### src/rtl/aurora_pkg.sv
// rtl/aurora_pkg.sv - shared Aurora character codes, ordered-set flags and detector state types
package aurora_pkg;

    localparam int INTERMEDIATE_DATA_SIZE = 8;

    // K characters
    localparam logic [7:0] K28_5 = 8'hBC;
    localparam logic [7:0] K28_0 = 8'h1C;
    localparam logic [7:0] K28_3 = 8'h7C;
    localparam logic [7:0] K28_4 = 8'h9C;
    localparam logic [7:0] K28_6 = 8'hDC;
    localparam logic [7:0] K28_1 = 8'h3C;
    localparam logic [7:0] K28_2 = 8'h5C;
    localparam logic [7:0] K27_7 = 8'hFB;
    localparam logic [7:0] K29_7 = 8'hFD;
    localparam logic [7:0] K30_7 = 8'hFE;
    localparam logic [7:0] K23_7 = 8'hF7;

    // D characters used inside lane-init ordered sets
    localparam logic [7:0] D21_4 = 8'h95;
    localparam logic [7:0] D21_5 = 8'hB5;
    localparam logic [7:0] D12_2 = 8'h4C;
    localparam logic [7:0] D8_7  = 8'hE8;

    // One flag per ordered set; k is bit 0, ver is bit 12
    typedef struct packed {
        logic ver;
        logic spa;
        logic sp;
        logic cc;
        logic ecp;
        logic scp;
        logic suf;
        logic snf;
        logic p;
        logic a;
        logic r;
        logic i;
        logic k;
    } ordered_sets_t;

    localparam int OS_FLAG_COUNT = $bits(ordered_sets_t);

    typedef enum logic [2:0] {
        IDLE,
        SCP1,
        ECP1,
        CC1,
        LS1,
        LS2,
        LS3
    } os_det_state_t;

    // One-hot character class
    typedef struct packed {
        logic single;
        logic start2;
        logic ls;
        logic data;
        logic unk_k;
    } char_class_t;

endpackage

### src/rtl/aurora_char_classify.sv
// rtl/aurora_char_classify.sv - combinational classifier of one decoded character
//
// Ports:
//   char_data   in   decoded character
//   char_is_k   in   1 = control character
//   cls         out  one-hot class (single set, 2-byte start, LS start, data, unknown K)
//   single_os   out  flags pulsed by this character on its own (also K|I for the LS start)
//   start_state out  FSM state entered for a 2-byte start character
module aurora_char_classify
    import aurora_pkg::*;
(
    input  logic [7:0]    char_data,
    input  logic          char_is_k,
    output char_class_t   cls,
    output ordered_sets_t single_os,
    output os_det_state_t start_state
);

    always_comb begin
        cls         = '0;
        single_os   = '0;
        start_state = IDLE;
        if (!char_is_k) begin
            cls.data = 1'b1;
        end else begin
            case (char_data)
                K28_5: begin cls.ls = 1'b1; single_os.k = 1'b1; single_os.i = 1'b1; end
                K28_0: begin cls.single = 1'b1; single_os.r = 1'b1; single_os.i = 1'b1; end
                K28_3: begin cls.single = 1'b1; single_os.a = 1'b1; single_os.i = 1'b1; end
                K28_4: begin cls.single = 1'b1; single_os.p = 1'b1; end
                K28_6: begin cls.single = 1'b1; single_os.snf = 1'b1; end
                K28_1: begin cls.single = 1'b1; single_os.suf = 1'b1; end
                K28_2: begin cls.start2 = 1'b1; start_state = SCP1; end
                K29_7: begin cls.start2 = 1'b1; start_state = ECP1; end
                K23_7: begin cls.start2 = 1'b1; start_state = CC1; end
                default: cls.unk_k = 1'b1;
            endcase
        end
    end

endmodule

### src/rtl/aurora_os_detector.sv
// rtl/aurora_os_detector.sv - receive-side Aurora ordered-set detector
//
// Ports:
//   clk, rst      clock, synchronous active-high reset
//   rx_data_i     decoded character, rx_is_k_i K flag, rx_valid_i character present
//   os_o          one-cycle pulse per detected ordered set
//   data_o        passthrough data character, qualified by data_valid_o
//   seq_err_o     pulse: multi-byte sequence broken
//   code_err_o    pulse: unrecognised K character
// All outputs are registered (one cycle after the accepting input cycle).
module aurora_os_detector
    import aurora_pkg::*;
#(
    parameter int DATA_W = INTERMEDIATE_DATA_SIZE
) (
    input  logic              clk,
    input  logic              rst,
    input  logic [DATA_W-1:0] rx_data_i,
    input  logic              rx_is_k_i,
    input  logic              rx_valid_i,
    output ordered_sets_t     os_o,
    output logic [DATA_W-1:0] data_o,
    output logic              data_valid_o,
    output logic              seq_err_o,
    output logic              code_err_o
);

    os_det_state_t state, state_n;
    logic [DATA_W-1:0] stored, stored_n;

    ordered_sets_t     os_n;
    logic [DATA_W-1:0] data_n;
    logic              dv_n, seq_n, code_n, reeval;

    char_class_t   cls;
    ordered_sets_t single_os;
    os_det_state_t start_state;

    aurora_char_classify u_classify (
        .char_data   (rx_data_i),
        .char_is_k   (rx_is_k_i),
        .cls         (cls),
        .single_os   (single_os),
        .start_state (start_state)
    );

    logic is_d;
    assign is_d = rx_valid_i && !rx_is_k_i;

    always_comb begin
        state_n  = state;
        stored_n = stored;
        os_n     = '0;
        data_n   = '0;
        dv_n     = 1'b0;
        seq_n    = 1'b0;
        code_n   = 1'b0;
        reeval   = 1'b0;

        if (rx_valid_i) begin
            case (state)
                IDLE: reeval = 1'b1;
                SCP1: if (rx_is_k_i && rx_data_i == K27_7) begin
                          os_n.scp = 1'b1; state_n = IDLE;
                      end else begin
                          seq_n = 1'b1; reeval = 1'b1;
                      end
                ECP1: if (rx_is_k_i && rx_data_i == K30_7) begin
                          os_n.ecp = 1'b1; state_n = IDLE;
                      end else begin
                          seq_n = 1'b1; reeval = 1'b1;
                      end
                CC1:  if (rx_is_k_i && rx_data_i == K23_7) begin
                          os_n.cc = 1'b1; state_n = IDLE;
                      end else begin
                          seq_n = 1'b1; reeval = 1'b1;
                      end
                // BC followed by anything but 95 is just an idle stream, not an error
                LS1:  if (is_d && rx_data_i == D21_4) begin
                          state_n = LS2;
                      end else begin
                          reeval = 1'b1;
                      end
                LS2:  if (is_d && (rx_data_i == D21_5 || rx_data_i == D12_2 || rx_data_i == D8_7)) begin
                          stored_n = rx_data_i; state_n = LS3;
                      end else begin
                          seq_n = 1'b1; reeval = 1'b1;
                      end
                LS3:  if (is_d && rx_data_i == stored) begin
                          os_n.sp  = (stored == D21_5);
                          os_n.spa = (stored == D12_2);
                          os_n.ver = (stored == D8_7);
                          stored_n = '0;
                          state_n  = IDLE;
                      end else begin
                          seq_n = 1'b1; reeval = 1'b1;
                      end
                default: state_n = IDLE;
            endcase

            // The breaking byte of an aborted sequence is treated as if seen in IDLE
            if (reeval) begin
                state_n = IDLE;
                if (cls.single) os_n = os_n | single_os;
                if (cls.start2) state_n = start_state;
                if (cls.ls) begin
                    os_n    = os_n | single_os;
                    state_n = LS1;
                end
                if (cls.data) begin
                    data_n = rx_data_i;
                    dv_n   = 1'b1;
                end
                if (cls.unk_k) code_n = 1'b1;
            end
        end
    end

    always_ff @(posedge clk) begin
        if (rst) begin
            state        <= IDLE;
            stored       <= '0;
            os_o         <= '0;
            data_o       <= '0;
            data_valid_o <= 1'b0;
            seq_err_o    <= 1'b0;
            code_err_o   <= 1'b0;
        end else begin
            state        <= state_n;
            stored       <= stored_n;
            os_o         <= os_n;
            data_o       <= data_n;
            data_valid_o <= dv_n;
            seq_err_o    <= seq_n;
            code_err_o   <= code_n;
        end
    end

endmodule

### config.mk
export PLATFORM = sky130hd
export DESIGN_NAME = aurora_os_detector
export DESIGN_NICKNAME = d
export VERILOG_FILES = /design/src/rtl/aurora_pkg.sv /design/src/rtl/aurora_char_classify.sv /design/src/rtl/aurora_os_detector.sv
export SDC_FILE = /design/constraint.sdc
export NUM_CORES = 1
export LEC_CHECK = 0
export BUFFER_PORTS_ARGS = -buffer_cell sky130_fd_sc_hd__buf_2
export CORE_MARGIN = 10
export CORE_UTILIZATION = 35
export DETAILED_ROUTE_END_ITERATION = 8
export PLACE_DENSITY_LB_ADDON = 0.12
export SLEW_MARGIN = 40
export SYNTH_ARGS = -nofsm -noshare
export SYNTH_HDL_FRONTEND = slang
export SYNTH_SLANG_ARGS = --single-unit
### constraint.sdc
create_clock -name clk -period 3.7 [get_ports clk]
set_input_delay 0.555 -clock clk [delete_from_list [all_inputs] [get_ports clk]]
set_output_delay 0.555 -clock clk [all_outputs]
set_load 0.02 [all_outputs]
# Word-level counts from Yosys, hierarchy flattened
# Index checks and enable logic that the tools add are counted.
# op_classes
n_mux	56
n_bitwise	4
n_reduce_logical	21
eq_ne	34
# op_table
op	n
== test 8 bit, second input constant	12
two-way mux 13 bit	5
two-way mux 3 bit	14
== test 8 x 7 -> 1 bit, second input constant	4
two-way mux 1 bit	29
bitwise OR 13 x 7 -> 13 bit	2
case mux 3 bit (7 select lines)	1
!= test 3 bit, second input constant	6
two-way mux 8 bit	2
case mux 8 bit (2 select lines)	1
== test 3 bit, second input constant	3
OR reduction 3 bit	3
OR reduction 9 bit	1
== test 8 x 5 -> 1 bit, second input constant	1
== test 8 x 6 -> 1 bit, second input constant	1
== test 8 bit	1
AND reduction 8 bit	1
logical AND 1 bit	7
two-way mux 7 bit	1
case mux 1 bit (7 select lines)	1
== test 3 x 2 -> 1 bit, second input constant	2
!= test 2 bit, second input constant	3
case mux 2 bit (3 select lines)	1
case mux 1 bit (5 select lines)	1
10 further kinds	12
# totals
register_bits	35
word_cells	134
output_inout_bits	24

# Logic depth before layout (Yosys ltp)
# depth
word_depth	13
depth_mapped	7
mapped_depth_nobuf	6

# Cells and area by module
# From an unflattened synthesis, not the netlist that was laid out.
# unflattened
hier_cells	216
area_unflattened_um2	1940.6
# by_module_without_submodules
mod	area_per_inst_um2	instances	cells_each
aurora_os_detector	1607.8	1	167
aurora_char_classify	332.8	1	49

# Least setup slack after synthesis
# Ideal clock, no wire load.
# synth_timing
path_type	input to register
start	input port rx_data_i[6]
end	register data_o[0]
stages	7
setup_ns	0.115
t_arrival_ns	2.255
n_path_buf	1
path_slack_ns	1.330
cell_sequence	buf_2 > nand2b_1 > or4_4 > and3b_4 > a211o_4 > o211a_4 > and2_1
# synth_between
elab_chain_cells	9
elab_cells_between_ends	26
cone_classes	eq/ne (8); mux (8); bitwise (1); reduce/logical (9)
# synth_lines
element	line_no	source
start: declaration	aurora_os_detector.sv:18	input logic [DATA_W-1:0] rx_data_i,
== test 8 bit / == test 8 x 7 -> 1 bit (equally long branches)	aurora_os_detector.sv:84	LS2: if (is_d && (rx_data_i == D21_5 || rx_data_i == D12_2 || rx_data_i == D8_7)) begin
logical OR 1 bit (2 in series)	aurora_os_detector.sv:84	
logical AND 1 bit	aurora_os_detector.sv:84	
two-way mux 1 bit	aurora_os_detector.sv:84	
case mux 1 bit (7 select lines) *	aurora_os_detector.sv:61	case (state)
two-way mux 1 bit *	aurora_os_detector.sv:60	if (rx_valid_i) begin
NOT 1 bit (no line) *	n/a	
OR reduction 4 bit (no line) *	n/a	
end signal: assignment	aurora_os_detector.sv:132	data_o <= data_n;
end: declaration	aurora_os_detector.sv:22	output logic [DATA_W-1:0] data_o,
# Every way passes the cells marked *; elsewhere a longest branch is shown, timed or not. The select of a mux whose other input is x is not followed.
# A chain may end at the register's enable or synchronous reset.

# Worst setup path in the final report
# layout_timing
start	input port rx_data_i[7]
end	register data_o[2]
# The elaborated chain is that of the path after synthesis.

==> out/summary.log <==
qor: clock_tree.cts_setup_buffers 0
qor: worst_setup_path.crit_fanout 12
qor: synth.netlist_area 1640 µm²
qor: global_route.antenna_found_initial 0
qor: clock_tree.ctsHtreeMaxLevel 2
qor: clock_tree.tritoncts.num_buffers 5
qor: place.routabilityCongestion 0.878
qor: worst_setup_path.cpLargestDelayFamily simple AND/OR/NAND/NOR gates
qor: sta.whs 0.504 ns
qor: floorplanning.design.core.area 4440 µm²
qor: worst_setup_path.critical-path-slowest-cell or4_4
qor: worst_setup_path.critical_path.cell_chain buf_2 > nand2b_1 > or4_4 > and3b_4 > a211o_4 > o211a_4 > and2_1
qor: sta.tightest_slew 0.536 ns
qor: routing.viasPerCell 5.46
qor: routing.drt_antenna_net_count 0
qor: routing.route.detailed.wl_per_inst 15.2 µm
qor: worst_setup_path.worstSetupPathType in2reg
qor: synth.synthesis.area_per_instance 8.77 µm²
qor: global_route.grt.overflow.total 0
qor: worst_setup_path.cp_data_required_time 3.87 ns
qor: routing.drtPass1Iterations 4
qor: synth.synthesis.instances 187
qor: synth.synth_seq_area_share 0.427
qor: floorplanning.fp.dieArea 7830 µm²
qor: layout.drive_above_1_share 0.225
qor: clock_tree.ctsLongestPathBuffers 2
qor: place.port-buffer-count 35
qor: synth.asyncSetResetFlopFracSynth 0
qor: worst_setup_path.startpoint_type primary input
qor: layout.final_nets 229
qor: sta.timing.fmax 0.450 GHz
qor: layout.area_delta_synth_final 17.8%
qor: sta.timing.slew.headroom 0.643
qor: worst_setup_path.critPathMaxStageDelay 0.51 ns
qor: synth.netlist-cell-type-count 48
qor: floorplanning.initial_core_util 0.369
qor: hold_path.worst_hold_path_type reg2reg
qor: routing.post-route-drc-count 0
qor: sta.drv_slew 0
qor: synth.synth_enable_flop_cells 0
qor: sta.finalSetupTns 0 ns
qor: pwr.power_density 390 nW/µm²
qor: pwr.leakagePower 0.745 nW
qor: clock_tree.root_buffer_cell clkbuf_8
qor: sta.min_period_over_period 0.601
qor: clock_tree.number_of_clock_sinks 35
qor: synth.area_contributors_post_synth dfxtp_1 43%, nand2_1 5.0%, xnor2_1 4.3%
qor: pwr.maximum_ir_drop_on_the_vdd_rail 150 µV
qor: clock_tree.cts_tree built
qor: worst_setup_path.worstReg2RegStart stored[7]
qor: floorplanning.chipWidth 88.5 µm
qor: sta.rsz0062_at_grt false
qor: global_route.grt_max_degree 15
qor: global_route.grt_util_all_layers 0.109
qor: hold_path.holdCritStartpoint stored[2]
qor: clock_tree.cts-hold-fix-buffers 0
qor: sta.period_needed 2.22 ns
qor: synth.yosys_warnings 0
qor: routing.via_count 1473
qor: routing.route.final.wire_length 4110 µm
qor: layout.final-seq-area 701 µm²
qor: status.outcome completed
qor: layout.diode_insertion_count_for_antenna_repair 0
qor: synth.post_synth_most_frequent_cells 35 x dfxtp_1, 22 x nand2_1, 12 x a21oi_1
qor: floorplanning.floorplan.die.height 88.5 µm
qor: synth.synth_largest_area_cell dfxtp_1
qor: synth.mappedNetlistNets 199
qor: place.detailed_place.area 1830 µm²
qor: sta.count_of_final_setup_violators 0
qor: sta.finalHoldViolations 0
qor: place.detailedPlacementHpwl 3170 µm
qor: global_route.first_global_vias 1373
qor: synth.ys.flop_type dfxtp_1
qor: worst_setup_path.cp.buffers_inverters 1
qor: clock_tree.cts_resized 0
qor: global_route.grt_first_pass_wirelength 6740 µm
qor: worst_setup_path.critical_path.startpoint rx_data_i[7]
qor: layout.final.fill_count 454
qor: clock_tree.clk_pin_slew_worst_paths 0.07 ns
qor: layout.multi_input_area 883 µm²
qor: clock_tree.worst_skew_pair_latency 0.28 ns
qor: synth.synth_top_area_share 0.427
qor: sta.timing.clock.skew 0.00409 ns
qor: worst_setup_path.worst-endpoint-arrival 2.39 ns
qor: synth.synth.most_common_cell dfxtp_1
qor: floorplanning.num_rows 24
qor: worst_setup_path.crit_path_end_kind register
qor: job.number_of_max_capacitance_violations_reported 0
qor: floorplanning.io_pins 36
qor: routing.drt_iter0_markers 81
qor: synth.ys_seq_elements 35
qor: layout.finalInstanceArea 1930 µm²
[power breakdown]
part           internal [W]  switching, W  leakage [nW]
clock              0.000170      0.000125        0.0515
combinational     0.0000274     0.0000462         0.411
sequential         0.000381    0.00000348         0.283
[worst paths after layout]
check | end | slack (ns) | cells after the start
setup / recovery | data_o[2] | 1.48 | 7
hold reg to reg | stored[2] | 0.50 | 2
setup reg to reg | data_o[2] | 1.71 | 6
hold / removal | stored[2] | 0.50 | 2
[placed cells by master, fill, tap and decap left out, drive strengths merged, types with 2 or more instances in the layout]
cell type and n:
nand2 23, dfxtp 35, and3b 4, nand2b 9, buf 35, clkbuf 8
o21ai 4, nor3 5, o2111ai 2, a211o 2, nor4b 2, or3 2
a21oi 12, xnor2 8, or4 2, nor3b 3, nor2b 3, o211ai 2
nor4bb 2, nand3 3, or2 2, o21bai 2, a31oi 2, nand3b 3
and2 10, inv 2, nor2 8, nor4 10
[stage by stage]
step	total power [W]	std cells	setup slack, ns	utilization
2_1_floorplan	0.000445	187	1.33	-
3_3_place_gp	0.000467	262	1.22	0.412
3_5_place_dp	0.000467	262	1.19	0.412
4_1_cts	0.000765	270	1.48	0.435
5_1_grt	0.000785	270	1.38	0.435
6_report	0.000753	270	1.48	0.435
[kinds of logic after synthesis]
kind of cell	Yosys count	synth area share
and+or+nand+nor	95	0.339
DFF	35	0.427
AOI/OAI and AO/OA	34	0.150
buffers and inverters	14	0.0343
xor gates and xnor gates	8	0.0427
muxes	1	0.00610
[registers in the layout, indices dropped and copies added (netlist names)]
name,flops
stored,8
os_o,13
code_err_o,1
data_o,8
state,3
seq_err_o,1
data_valid_o,1
[worst reg2reg max path, cell delays in order, from the launching register on]
cell and delay, ns:
dfxtp_1 0.40, xnor2_1 0.14, nand3_1 0.11, or3_1 0.42, a211o_4 0.38, o211a_4 0.27, and2_1 0.17
[area by class of cell]
cell class,count,share of cell area
Multi-Input combinational cell,138,0.457
Tap cell,52,0.0337
Sequential cell,35,0.363
Timing Repair Buffer,35,0.0907
Inverter,2,0.00389
Clock buffer,8,0.0518
[layer usage]
layer  global-route usage  part of all wire  vias to the layer above
met5                    0                 0                        -
met4               0.0396            0.0097                        0
met3               0.0322             0.071                        5
met2                0.183              0.49                       42
met1                0.128              0.43                      695
li1                     -                 -                      731
No activity file was read; power rests on OpenSTA's default activity.
